File: config.mk
export PLATFORM = sky130hd
export DESIGN_NAME = axis_strip_head_end
export DESIGN_NICKNAME = d
export VERILOG_FILES = /design/src/rtl/axis_strip_head_end.sv
export SDC_FILE = /design/constraint.sdc
export NUM_CORES = 1
export LEC_CHECK = 0
export BUFFER_PORTS_ARGS = -buffer_cell sky130_fd_sc_hd__buf_2
export CORE_MARGIN = 2
export CORE_UTILIZATION = 40
export DETAILED_ROUTE_END_ITERATION = 10
export GPL_ROUTABILITY_DRIVEN = 1
export PLACE_DENSITY = 0.65
export SYNTH_ARGS = -nofsm -noshare
export SYNTH_HDL_FRONTEND = slang
export SYNTH_SLANG_ARGS = --single-unit
File: constraint.sdc
create_clock -name clock -period 4.58 [get_ports clock]
set_clock_uncertainty 0.15 [all_clocks]
set_input_delay 0.458 -clock clock [delete_from_list [all_inputs] [get_ports clock]]
set_output_delay 0.458 -clock clock [all_outputs]
set_load 0.03 [all_outputs]
File: src/rtl/axis_strip_head_end.sv
// axis_strip_head_end: strips the head (first) and end (tlast) words from an
// AXI-Stream packet and forwards only the payload. tlast is moved onto the
// final payload beat. The captured head and end words are held on sideband
// outputs, each with a one-cycle update pulse.
// Optional statistics counters are enabled by defining AXIS_STRIP_HEAD_END_STAT_EN.
module axis_strip_head_end #(
    parameter int unsigned DSIZE = 8
) (
    input  logic             clock,
    input  logic             rst,
    input  logic             enable,
    input  logic [DSIZE-1:0] in_tdata,
    input  logic             in_tvalid,
    output logic             in_tready,
    input  logic             in_tlast,
    output logic [DSIZE-1:0] out_tdata,
    output logic             out_tvalid,
    input  logic             out_tready,
    output logic             out_tlast,
    output logic [DSIZE-1:0] head_value,
    output logic             head_vld,
    output logic [DSIZE-1:0] end_value,
    output logic             end_vld,
    output logic             short_err,
    output logic             empty_pkt
`ifdef AXIS_STRIP_HEAD_END_STAT_EN
    ,
    output logic [15:0]      pkt_cnt,
    output logic [15:0]      err_cnt,
    output logic [15:0]      empty_cnt
`endif
);

    // StHold implies the hold register contains a valid payload beat.
    typedef enum logic [1:0] {StHead, StEmpty, StHold} state_e;

    state_e           state_q, state_d;
    logic [DSIZE-1:0] hold_q, hold_d;
    logic [DSIZE-1:0] head_value_q, head_value_d;
    logic [DSIZE-1:0] end_value_q, end_value_d;
    logic             head_vld_q, head_vld_d;
    logic             end_vld_q, end_vld_d;
    logic             short_err_q, short_err_d;
    logic             empty_pkt_q, empty_pkt_d;
    logic             accept;

    // In StHold, in_tready already includes out_tready, so accept == output fire.
    assign accept = in_tvalid & in_tready;

    // State register.
    always_ff @(posedge clock) begin
        if (rst) begin
            state_q <= StHead;
        end else begin
            state_q <= state_d;
        end
    end

    // Next-state and datapath next values.
    always_comb begin
        state_d      = state_q;
        hold_d       = hold_q;
        head_value_d = head_value_q;
        end_value_d  = end_value_q;
        head_vld_d   = 1'b0;
        end_vld_d    = 1'b0;
        short_err_d  = 1'b0;
        empty_pkt_d  = 1'b0;
        unique case (state_q)
            StHead: begin
                if (accept) begin
                    head_value_d = in_tdata;
                    head_vld_d   = 1'b1;
                    if (in_tlast) begin
                        short_err_d = 1'b1;
                    end else begin
                        state_d = StEmpty;
                    end
                end
            end
            StEmpty: begin
                if (accept) begin
                    if (in_tlast) begin
                        end_value_d = in_tdata;
                        end_vld_d   = 1'b1;
                        empty_pkt_d = 1'b1;
                        state_d     = StHead;
                    end else begin
                        hold_d  = in_tdata;
                        state_d = StHold;
                    end
                end
            end
            StHold: begin
                if (accept) begin
                    if (in_tlast) begin
                        end_value_d = in_tdata;
                        end_vld_d   = 1'b1;
                        state_d     = StHead;
                    end else begin
                        hold_d = in_tdata;
                    end
                end
            end
            default: state_d = StHead;
        endcase
    end

    // Outputs: the held beat is only released alongside its successor so tlast can follow it.
    always_comb begin
        in_tready  = enable;
        out_tvalid = 1'b0;
        out_tlast  = 1'b0;
        out_tdata  = hold_q;
        if (state_q == StHold) begin
            in_tready  = out_tready & enable;
            out_tvalid = in_tvalid & enable;
            out_tlast  = in_tlast;
        end
    end

    // Datapath and pulse registers.
    always_ff @(posedge clock) begin
        if (rst) begin
            hold_q       <= '0;
            head_value_q <= '0;
            end_value_q  <= '0;
            head_vld_q   <= 1'b0;
            end_vld_q    <= 1'b0;
            short_err_q  <= 1'b0;
            empty_pkt_q  <= 1'b0;
        end else begin
            hold_q       <= hold_d;
            head_value_q <= head_value_d;
            end_value_q  <= end_value_d;
            head_vld_q   <= head_vld_d;
            end_vld_q    <= end_vld_d;
            short_err_q  <= short_err_d;
            empty_pkt_q  <= empty_pkt_d;
        end
    end

    assign head_value = head_value_q;
    assign head_vld   = head_vld_q;
    assign end_value  = end_value_q;
    assign end_vld    = end_vld_q;
    assign short_err  = short_err_q;
    assign empty_pkt  = empty_pkt_q;

`ifdef AXIS_STRIP_HEAD_END_STAT_EN
    logic [15:0] pkt_cnt_q, err_cnt_q, empty_cnt_q;

    // Event counters, wrapping naturally at 16 bits.
    always_ff @(posedge clock) begin
        if (rst) begin
            pkt_cnt_q   <= '0;
            err_cnt_q   <= '0;
            empty_cnt_q <= '0;
        end else begin
            if (end_vld_q)   pkt_cnt_q   <= pkt_cnt_q + 16'd1;
            if (short_err_q) err_cnt_q   <= err_cnt_q + 16'd1;
            if (empty_pkt_q) empty_cnt_q <= empty_cnt_q + 16'd1;
        end
    end

    assign pkt_cnt   = pkt_cnt_q;
    assign err_cnt   = err_cnt_q;
    assign empty_cnt = empty_cnt_q;
`endif

endmodule
; Word level (Yosys, flattened, before mapping)
; Index checks and enable logic that the tools add are counted.
[classes]
n_eq_ne = 7
n_mux = 13
n_bitwise = 7
reduce_logical = 9
[ops]
columns = cell, n
row1 = 2-to-1 mux 2 bit, 6
row2 = inequality test 2 bit (second input constant), 5
row3 = OR reduction 2 bit, 4
row4 = 2-to-1 mux 1 bit, 6
row5 = one-hot mux 2 bit (3 select lines), 1
row6 = AND reduction 3 bit, 2
row7 = AND reduction 5 bit, 1
row8 = inverter 1 bit, 4
row9 = AND 1 bit, 3
row10 = == test 2 x 1 -> 1 bit (second input constant), 1
row11 = == test 2 bit (second input constant), 1
row12 = zero test 2 bit, 1
row13 = AND reduction 2 bit, 1
[totals]
ff_bits = 30
inputBits = 14
output_inout_bits = 31
word_cells = 44

; Logic depth before layout (Yosys ltp)
; Gate-level depths: netlist of run 1.
[logic_depth]
word_depth = 5
mapped_depth = 6
depth_no_buf = 5

; Worst setup path after synthesis of run 1
; OpenSTA, ideal clock, no wires.
[synth_path]
kind = register to output
from = reg state_q[0]
to = out in_tready
arrival_time_ns = 1.351
t_required_ns = 3.972
slack_ns = 2.621
stages_incl_launch_ff = 6
path_buffers = 1
path_cell_list = dfxtp_1 inv_1 ha_1 nand2b_1 clkbuf_1 and2_1
[synth_between]
elab_chain_cells = 2
[synth_rtl]
columns = element, line_no
row1 = start: declaration, 37  ; state_e state_q, state_d;
row2 = start signal: assignment, 53  ; state_q <= StHead;
row3 = start signal: assignment, 55  ; state_q <= state_d;
row4 = == test 2 bit, 115  ; if (state_q == StHold) begin
row5 = 2-to-1 mux 1 bit, 115
row6 = end: declaration, 14  ; output logic in_tready,
; Every way passes these cells.

; Worst setup path after layout of run 1
; Same ends and word-level chain as after synthesis.

==> results of run 1 <==
-- flip-flops by register name (all words and copies together), names as in the netlist --
| register | count |
|---|---|
| end_value | 8 |
| empty_pkt | 1 |
| head_vld | 1 |
| end_vld | 1 |
| out_tdata | 8 |
| short_err | 1 |
| state_q | 2 |
| head_value | 8 |
-- layer usage --
metal	vias up	track usage, %
met4	0	4.17
li1	575	-
met5	-	0
met2	48	24.7
met3	6	6.85
met1	523	22.5
-- critical path: cells and delay by family (launching register included) --
kind          cells  cell delay (ns)
simple gates      2             0.55
buf+inv           2             0.28
fa+ha+maj         1             0.26
flops             1             0.37
-- through the flow --
step / power [mW] / util [%] / worst slack, ns / std cells
2_1_floorplan: 0.429 / - / 2.62 / 141
5_1_grt: 0.667 / 50.2 / 2.09 / 228
3_3_place_gp: 0.466 / 48.4 / 2.59 / 220
4_1_cts: 0.636 / 50.2 / 2.19 / 228
3_5_place_dp: 0.471 / 48.4 / 2.50 / 220
6_report: 0.631 / 50.2 / 2.17 / 228
-- cells by family after synthesis --
| group | after synthesis |
|---|---|
| multiplexers | 18 |
| adder cells (fa/ha/maj) | 4 |
| buffers and inverters | 15 |
| AO/OA/AOI/OAI | 18 |
| AND/OR/NAND/NOR | 56 |
| flip-flops | 30 |
-- layout make-up --
| class | count | area, um2 |
|---|---|---|
| multi-input cells | 96 | 709 |
| fillers | 314 | 1650 |
| inverters | 4 | 15.0 |
| flip-flops and latches | 30 | 601 |
| well taps | 46 | 57.6 |
| repair buffers | 44 | 220 |
| clock buffers | 7 | 55.1 |
| clock inverters | 1 | 5.00 |
-- how the worst max path moves through the flow --
stage	start	to	slack [ns]	depth (start not counted)
floorplan	state_q[0]	in_tready	2.62	5
detailed placement	state_q[0]	out_tdata[6]	2.50	5
global route	state_q[0]	in_tready	2.09	5
CTS	state_q[0]	in_tready	2.19	5
global placement	state_q[0]	out_tdata[6]	2.59	5
finish	state_q[0]	in_tready	2.17	5
-- Yosys cell counts --
cell type,count,area (um2)
nand2_2,1,6.26
a21oi_1,8,40.0
nand2_1,2,7.51
nand3_1,1,5.00
and4_2,1,10.0
inv_2,1,3.75
a21bo_2,1,10.0
buf_2,3,15.0
inv_1,3,11.3
or3b_2,1,8.76
nor4_1,1,6.26
or4_4,1,11.3
and2_1,3,18.8
buf_6,1,11.3
nor2_1,2,7.51
nor2b_1,1,6.26
a31oi_1,1,6.26
ha_1,4,50.1
mux2i_1,18,180
nor3_1,2,10.0
nand4_1,9,56.3
nor4_4,1,21.3
nand2b_1,29,181
and3_1,1,6.26
clkbuf_1,7,26.3
dfxtp_1,30,601
o31ai_1,8,60.1
-- power breakdown --
part	leakage [nW]	switching [mW]	internal, mW
clock	0.0353	0.0906	0.0743
sequential	0.243	0.00978	0.279
combinational	0.496	0.117	0.0602
total	0.774	0.218	0.414
-- cells in the final DEF, fill, tap and decap left out, types with 3 or more instances in the layout --
master    count
buf_2        44
dfxtp_1      30
nand2b_1     29
mux2i_1      18
nand4_1       9
o31ai_1       8
a21oi_1       8
clkbuf_4      5
ha_1          4
inv_1         3
and2_1        3
==> impl_metrics.env, run 1 <==
export IMPL_holdCritPathClass="in -> reg"
export IMPL_post_cts_buffers=0
export IMPL_rows=21
export IMPL_finalSetupTns_ns=0
export IMPL_met1Wirelength_um=1430
export IMPL_status="completed"
export IMPL_wl_met3_um=225
export IMPL_syn_instance_count=141
export IMPL_place_hpwl_um=2260
export IMPL_cts_sinks=30
export IMPL_syn2layout_area_growth_pct=20.7
export IMPL_wl_um=3070
export IMPL_grt_max_degree=39
export IMPL_drt_iter0_markers=65
export IMPL_synth_compound_area_share_pct=8.45
export IMPL_synth_nets=159
export IMPL_path_cells="inv_1 -> ha_1 -> nand2b_1 -> and2_1 -> buf_2"
export IMPL_syn_cell_area_um2=1380
export IMPL_stdcell_area_um2=1660
export IMPL_critical_path_peak_fanout=13
export IMPL_r2r_end="out_tdata[4]"
export IMPL_synthDistinctLibCells=27
export IMPL_p_leak_nw=0.774
export IMPL_ys_seq_area_share_pct=43.6
export IMPL_clk_latency_ns=0.33
export IMPL_dieArea_um2=3930
export IMPL_first_pass_iters=4
export IMPL_dr_max_layer_used="met4"
export IMPL_hold_ws_ns=0.245
export IMPL_wl_per_cell_um=13.4
export IMPL_drcViolationCount=0
export IMPL_htreeDepth=2
export IMPL_synth_xor_area_share_pct=0
export IMPL_first_global_vias=1130
export IMPL_rrSetupSlack_ns=2.46
export IMPL_ant_nets=0
export IMPL_io_buffers=44
export IMPL_path_class="reg -> out"
export IMPL_placed_cell_area_um2=1600
export IMPL_ir_drop_mv=0.157
export IMPL_max_stage_delay_ns=0.37
export IMPL_groute_usage_overall_pct=16.7
export IMPL_initial_core_util_pct=41.6
export IMPL_yosys_warnings=0
export IMPL_critPathCaptureType="primary output"
export IMPL_fin_nets=199
export IMPL_finalSetupViolCount=0
export IMPL_hold_start="in_tdata[3]"
export IMPL_ctsResizeCount=0
export IMPL_relSlewSlack_pct=42.0
export IMPL_timing_final_max_slew_violations=0
export IMPL_fmax_mhz=416
export IMPL_core_area_um2=3310
export IMPL_power_density_nw_per_um2=380
export IMPL_via_per_inst=5.05
export IMPL_synth_mux_area_share_pct=13.1
export IMPL_worst_pin_slew_ns=0.868
export IMPL_rsz0062_at_grt="no"
export IMPL_antenna_found_initial=0
export IMPL_r2r_start="state_q[0]"
export IMPL_ios=45
export IMPL_cp_arrival_ns=1.80
export IMPL_postSynthAreaPerCell_um2=9.77
export IMPL_hold_violations=0
export IMPL_synth_top_family_by_area="simple AND/OR/NAND/NOR gates"
export IMPL_crit_slowest_cell="dfxtp_1"
export IMPL_wl_met2_um=1370
export IMPL_final_period_utilization_pct=52.5
export IMPL_drv_cap=0
export IMPL_drive_gt1_share_pct=31.9
export IMPL_holdPathEnd="head_value[3]"
export IMPL_whs_path_depth=3
export IMPL_clkTransAtPathRegs_ns=0.09
export IMPL_routabilityCongestion=0.756
export IMPL_synth_fa_ha_area_share_pct=3.63
export IMPL_synthSimpleGateAreaFrac_pct=26.3
export IMPL_die_w_um=62.7
export IMPL_cts_tree="yes"
export IMPL_diodes=0
export IMPL_ctsHoldBuffers=0
export IMPL_r2r_worst_path_cells=5
export IMPL_grt_overflow_total=0
export IMPL_cts_max_path_buffers=2
export IMPL_grt_pass1_wl_um=5240
export IMPL_die_y_um=62.7
export IMPL_numCtsBuffers=5
export IMPL_vias=1152
export IMPL_ys_ff_latch=30
export IMPL_start_kind="register"
export IMPL_period_needed_ns=2.41
export IMPL_clockRootBuffer="clkbuf_4"
export IMPL_required_ns=3.97
No activity file was read; power rests on OpenSTA's default activity.
==> inputs of run 2 (changes only) <==
Clock period 4.58 ns to 2.48 ns, I/O delays scaled along.
==> run 2 against run 1 <==
  * Design area is 1.5% higher
  * Total power is 96% higher
  * Final cell count is 0.44% higher
  * Count of clock-buffer cells in the layout is 2 lower
  * Hold slack worse by 0.21 ns
==> impl_metrics.env, run 2 (synthesis gave the netlist of run 1 again) <==
export IMPL_required_ns=2.08
export IMPL_first_pass_iters=4
export IMPL_hold_ws_ns=0.0352
export IMPL_htreeDepth=2
export IMPL_r2r_worst_path_cells=5
export IMPL_crit_slowest_cell="dfxtp_1"
export IMPL_relSlewSlack_pct=67.2
export IMPL_cp_arrival_ns=1.76
export IMPL_clkTransAtPathRegs_ns=0.09
export IMPL_r2r_end="out_tdata[4]"
export IMPL_place_hpwl_um=2280
export IMPL_endpoint="in_tready"
export IMPL_via_per_inst=5.01
export IMPL_groute_usage_overall_pct=16.3
export IMPL_cts_max_path_buffers=2
export IMPL_startpoint="state_q[0]"
export IMPL_r2r_start="state_q[1]"
export IMPL_final_util_pct=51.0
export IMPL_finalSetupViolCount=0
export IMPL_crit_family="simple AND/OR/NAND/NOR gates"
export IMPL_clockRootBuffer="clkbuf_4"
export IMPL_placed_cell_area_um2=1610
export IMPL_start_kind="register"
export IMPL_syn2layout_area_growth_pct=22.5
export IMPL_rrSetupSlack_ns=0.59
export IMPL_first_global_vias=1091
export IMPL_die_w_um=62.7
export IMPL_drcViolationCount=0
export IMPL_mostFrequentLayoutCells="buf_2, dfxtp_1, nand2b_1"
export IMPL_finalSetupTns_ns=0
export IMPL_period_needed_ns=2.15
export IMPL_status="completed"
export IMPL_wl_per_cell_um=13.2
export IMPL_hold_start="in_tdata[5]"
export IMPL_dieArea_um2=3930
export IMPL_cp_num_buf_inv=2
export IMPL_die_y_um=62.7
export IMPL_cts_sinks=30
export IMPL_grt_max_degree=39
export IMPL_drt_iter0_markers=52
export IMPL_path_class="reg -> out"
export IMPL_drive_gt1_share_pct=32.8
export IMPL_worst_pin_slew_ns=0.492
export IMPL_drv_cap=0
export IMPL_wl_um=3030
export IMPL_grt_overflow_total=0
export IMPL_core_area_um2=3310
export IMPL_ctsResizeCount=0
export IMPL_numCtsBuffers=5
export IMPL_cts_tree="yes"
export IMPL_critPathCaptureType="primary output"
export IMPL_holdCritPathClass="in -> reg"
export IMPL_io_buffers=44
export IMPL_vias=1148
export IMPL_clk_latency_ns=0.32
export IMPL_path_cells="inv_1 -> ha_1 -> nand2b_1 -> and2_1 -> buf_2"
export IMPL_ir_drop_mv=0.385
export IMPL_fmax_mhz=464
export IMPL_diodes=0
export IMPL_antenna_found_initial=0
export IMPL_critical_path_peak_fanout=13
export IMPL_fin_nets=200
export IMPL_post_cts_buffers=0
export IMPL_final_period_utilization_pct=86.9
export IMPL_rows=21
export IMPL_ios=45
export IMPL_stdcell_area_um2=1690
export IMPL_max_stage_delay_ns=0.37
export IMPL_ant_nets=0
export IMPL_rsz0062_at_grt="no"
export IMPL_worstSetupPathDepth=5
export IMPL_routabilityCongestion=0.726
export IMPL_grt_pass1_wl_um=5130
export IMPL_timing_final_max_slew_violations=0
export IMPL_hold_violations=0
export IMPL_power_mw=1.24
export IMPL_power_density_nw_per_um2=735
export IMPL_ctsHoldBuffers=0
export IMPL_final_common_cell="buf_2"
export IMPL_p_leak_nw=0.789
export IMPL_initial_core_util_pct=41.6
## run 2: cell count changes in the layout (fill, tap and decap cells not counted)
cell | before | now
clkbuf_8 | 1 | 0
clkinv_2 | 1 | 2
buf_4 | 0 | 1
bufinv_16 | 0 | 1
clkbuf_1 | 1 | 0
## run 2: cell type report
| type | instances | area [um2] |
|---|---|---|
| clock buffers | 5 | 37.5 |
| clock inverters | 3 | 40.0 |
| fillers | 324 | 1620 |
| inverters | 4 | 15.0 |
| multi-input cells | 96 | 709 |
| flip-flops and latches | 30 | 601 |
| well taps | 46 | 57.6 |
| repair buffers | 45 | 228 |
## run 2: metrics by stage
stage,setup slack (ns),cells
after floorplan,0.690,141
after global placement,0.636,221
after detailed placement,0.610,221
after CTS,0.322,229
after global routing,0.191,229
final,0.325,229
## run 2: worst reg2reg max path: cells and delay by family (launching register included)
family                     cells  cell delay, ns
adders and majority gates      1            0.35
buffers and inverters          2            0.17
DFF                            1            0.39
muxes                          1            0.14
and+or+nand+nor                1            0.59
## run 2: how the worst min path moves through the flow
stage | cells past startpoint | endpoint | slack [ns]
after floorplan | 2 | head_value[0] | 0.25
after global routing | 3 | head_value[5] | 0.04
after detailed placement | 2 | head_value[7] | 0.31
final | 3 | head_value[5] | 0.04
after CTS | 3 | head_value[5] | 0.02
after global placement | 2 | out_tdata[2] | 0.31
## run 2: routing by layer
layer	GRT usage, %	wire length, um
met5	0	0
met4	4.17	41
met3	6.49	189
met2	24.9	1350
met1	21.6	1450
## run 2: where the power goes
part / internal [mW] / leakage (nW) / total [mW] / switching, mW
Clock: 0.209 / 0.0450 / 0.378 / 0.170
Sequential: 0.515 / 0.243 / 0.534 / 0.0184
Combinational: 0.112 / 0.501 / 0.328 / 0.216
Total: 0.836 / 0.789 / 1.24 / 0.404
==> inputs of run 3 (changes only) <==
Settings changed: CORE_ASPECT_RATIO set to 2.
==> run 3 against run 2 <==
  * Design area is 1.1% lower
  * Total power is 1.6% lower
  * Count of clock-buffer cells in the layout is 2 higher
  * Hold slack better by 0.071 ns
  * Routed wire length is 5.8% higher
  * Sequential power hardly changed
  * Register-to-register slack better by 0.03 ns
  * Highest routed layer unchanged
  * Fmax is 3.6% higher
  * Combinational power hardly changed
  * First-iteration DRC count is 69% lower
  * Non-clock buffer count stayed put
  * Sequential share of layout area is 0.40 points higher
==> impl_metrics.env, run 3 (synthesis gave the netlist of run 1 again) <==
export IMPL_numCtsBuffers=5
export IMPL_grtUsageMet1_pct=17.9
export IMPL_placed_cell_area_um2=1590
export IMPL_placed_cells=207
export IMPL_final_common_cell="buf_2"
export IMPL_drive_gt1_share_pct=31.3
export IMPL_place_hpwl_um=2470
export IMPL_die_y_um=87.0
export IMPL_ir_drop_mv=0.349
export IMPL_ios=45
export IMPL_path_cells="inv_1 -> ha_1 -> nand2b_1 -> and2_1 -> buf_2"
export IMPL_finalSetupTns_ns=0
export IMPL_htreeDepth=2
export IMPL_drcViolationCount=0
export IMPL_crit_slowest_cell="dfxtp_1"
export IMPL_status="completed"
export IMPL_fillCellCount=314
export IMPL_rows=30
export IMPL_clkTransAtPathRegs_ns=0.06
export IMPL_wl_per_cell_um=15.0
export IMPL_multiInputGateArea_um2=709
export IMPL_grt_pass1_wl_um=5100
export IMPL_grtUsageMet3_pct=3.94
export IMPL_setup_slack_ns=0.401
export IMPL_final_period_utilization_pct=83.8
export IMPL_vias=1156
export IMPL_max_stage_delay_ns=0.35
export IMPL_cts_max_path_buffers=2
export IMPL_period_needed_ns=2.08
export IMPL_power_mw=1.22
export IMPL_drv_cap=0
export IMPL_diodes=0
export IMPL_required_ns=2.08
export IMPL_path_class="reg -> out"
export IMPL_critPathCaptureType="primary output"
export IMPL_p_leak_nw=0.783
export IMPL_critical_path_peak_fanout=13
export IMPL_via_per_inst=5.40
export IMPL_final_util_pct=50.0
export IMPL_die_w_um=45.5
export IMPL_grt_overflow_total=0
export IMPL_stdcell_area_um2=1670
export IMPL_ctsResizeCount=0
export IMPL_routabilityCongestion=0.731
export IMPL_rsz0062_at_grt="no"
export IMPL_met2_usage_pct=31.9
export IMPL_post_cts_buffers=0
export IMPL_start_kind="register"
export IMPL_core_area_um2=3340
export IMPL_dp_slack_ns=0.626
export IMPL_timing_final_max_slew_violations=0
export IMPL_cts_sinks=30
export IMPL_drt_iter0_markers=16
export IMPL_clockRootBuffer="clkbuf_8"
export IMPL_wl_um=3210
export IMPL_clk_latency_ns=0.27
export IMPL_groute_usage_overall_pct=17.9
export IMPL_first_pass_iters=4
export IMPL_first_global_vias=1156
export IMPL_hold_ws_ns=0.107
export IMPL_initial_core_util_pct=41.2
export IMPL_antenna_found_initial=0
export IMPL_dieArea_um2=3960
export IMPL_seqCellArea_um2=601
export IMPL_fmax_mhz=481
export IMPL_grt_max_degree=39
export IMPL_instances_no_fill=214
export IMPL_worst_pin_slew_ns=0.494
export IMPL_holdCritPathClass="in -> reg"
export IMPL_io_buffers=44
export IMPL_syn2layout_area_growth_pct=21.2
export IMPL_r2r_worst_path_cells=5
export IMPL_cp_arrival_ns=1.68
export IMPL_relSlewSlack_pct=67.1
export IMPL_ctsHoldBuffers=0
export IMPL_hold_violations=0
export IMPL_whs_path_depth=3
export IMPL_ant_nets=0
export IMPL_fin_nets=200
export IMPL_cts_tree="yes"
export IMPL_grt_busiest_layer="met2"
export IMPL_finalSetupViolCount=0
export IMPL_mostFrequentLayoutCells="buf_2, dfxtp_1, nand2b_1"
export IMPL_power_density_nw_per_um2=731
## run 3: cell types whose count changed in the layout (fill, tap and decap cells not counted), sizes merged
cell,previous run,this run
bufinv,1,0
clkbuf,5,7
clkinv,2,0
## run 3: cell type report
cell class / instances / share of cell area, %
clock buffer: 7 / 4.57
inverter: 4 / 0.900
multi-input combinational: 96 / 42.5
sequential: 30 / 36.0
tap: 32 / 2.40
timing repair buffer: 45 / 13.6
## run 3: per-layer routing
layer | up-vias | routed length [um]
met4 | 0 | 101
met3 | 12 | 147
met2 | 40 | 1780
met5 | - | 0
li1 | 574 | -
met1 | 530 | 1170
## run 3: worst max-delay path: cells and delay by family, from the launching register on
| family | cells | cell delay (ns) |
|---|---|---|
| and+or+nand+nor | 2 | 0.52 |
| adders and majority gates | 1 | 0.26 |
| buffers and inverters | 2 | 0.28 |
| DFF | 1 | 0.35 |
## run 3: power breakdown
| group | switching [mW] | internal (mW) |
|---|---|---|
| Combinational | 0.218 | 0.112 |
| Clock | 0.163 | 0.193 |
| Sequential | 0.0184 | 0.516 |
| Total | 0.399 | 0.821 |
## run 3: worst paths after layout
path	start	to	slack, ns
max	state_q[0]	in_tready	0.40
min	in_tdata[6]	head_value[6]	0.11
max reg2reg	state_q[1]	out_tdata[4]	0.62
min reg2reg	head_value[3]	head_value[3]	0.32
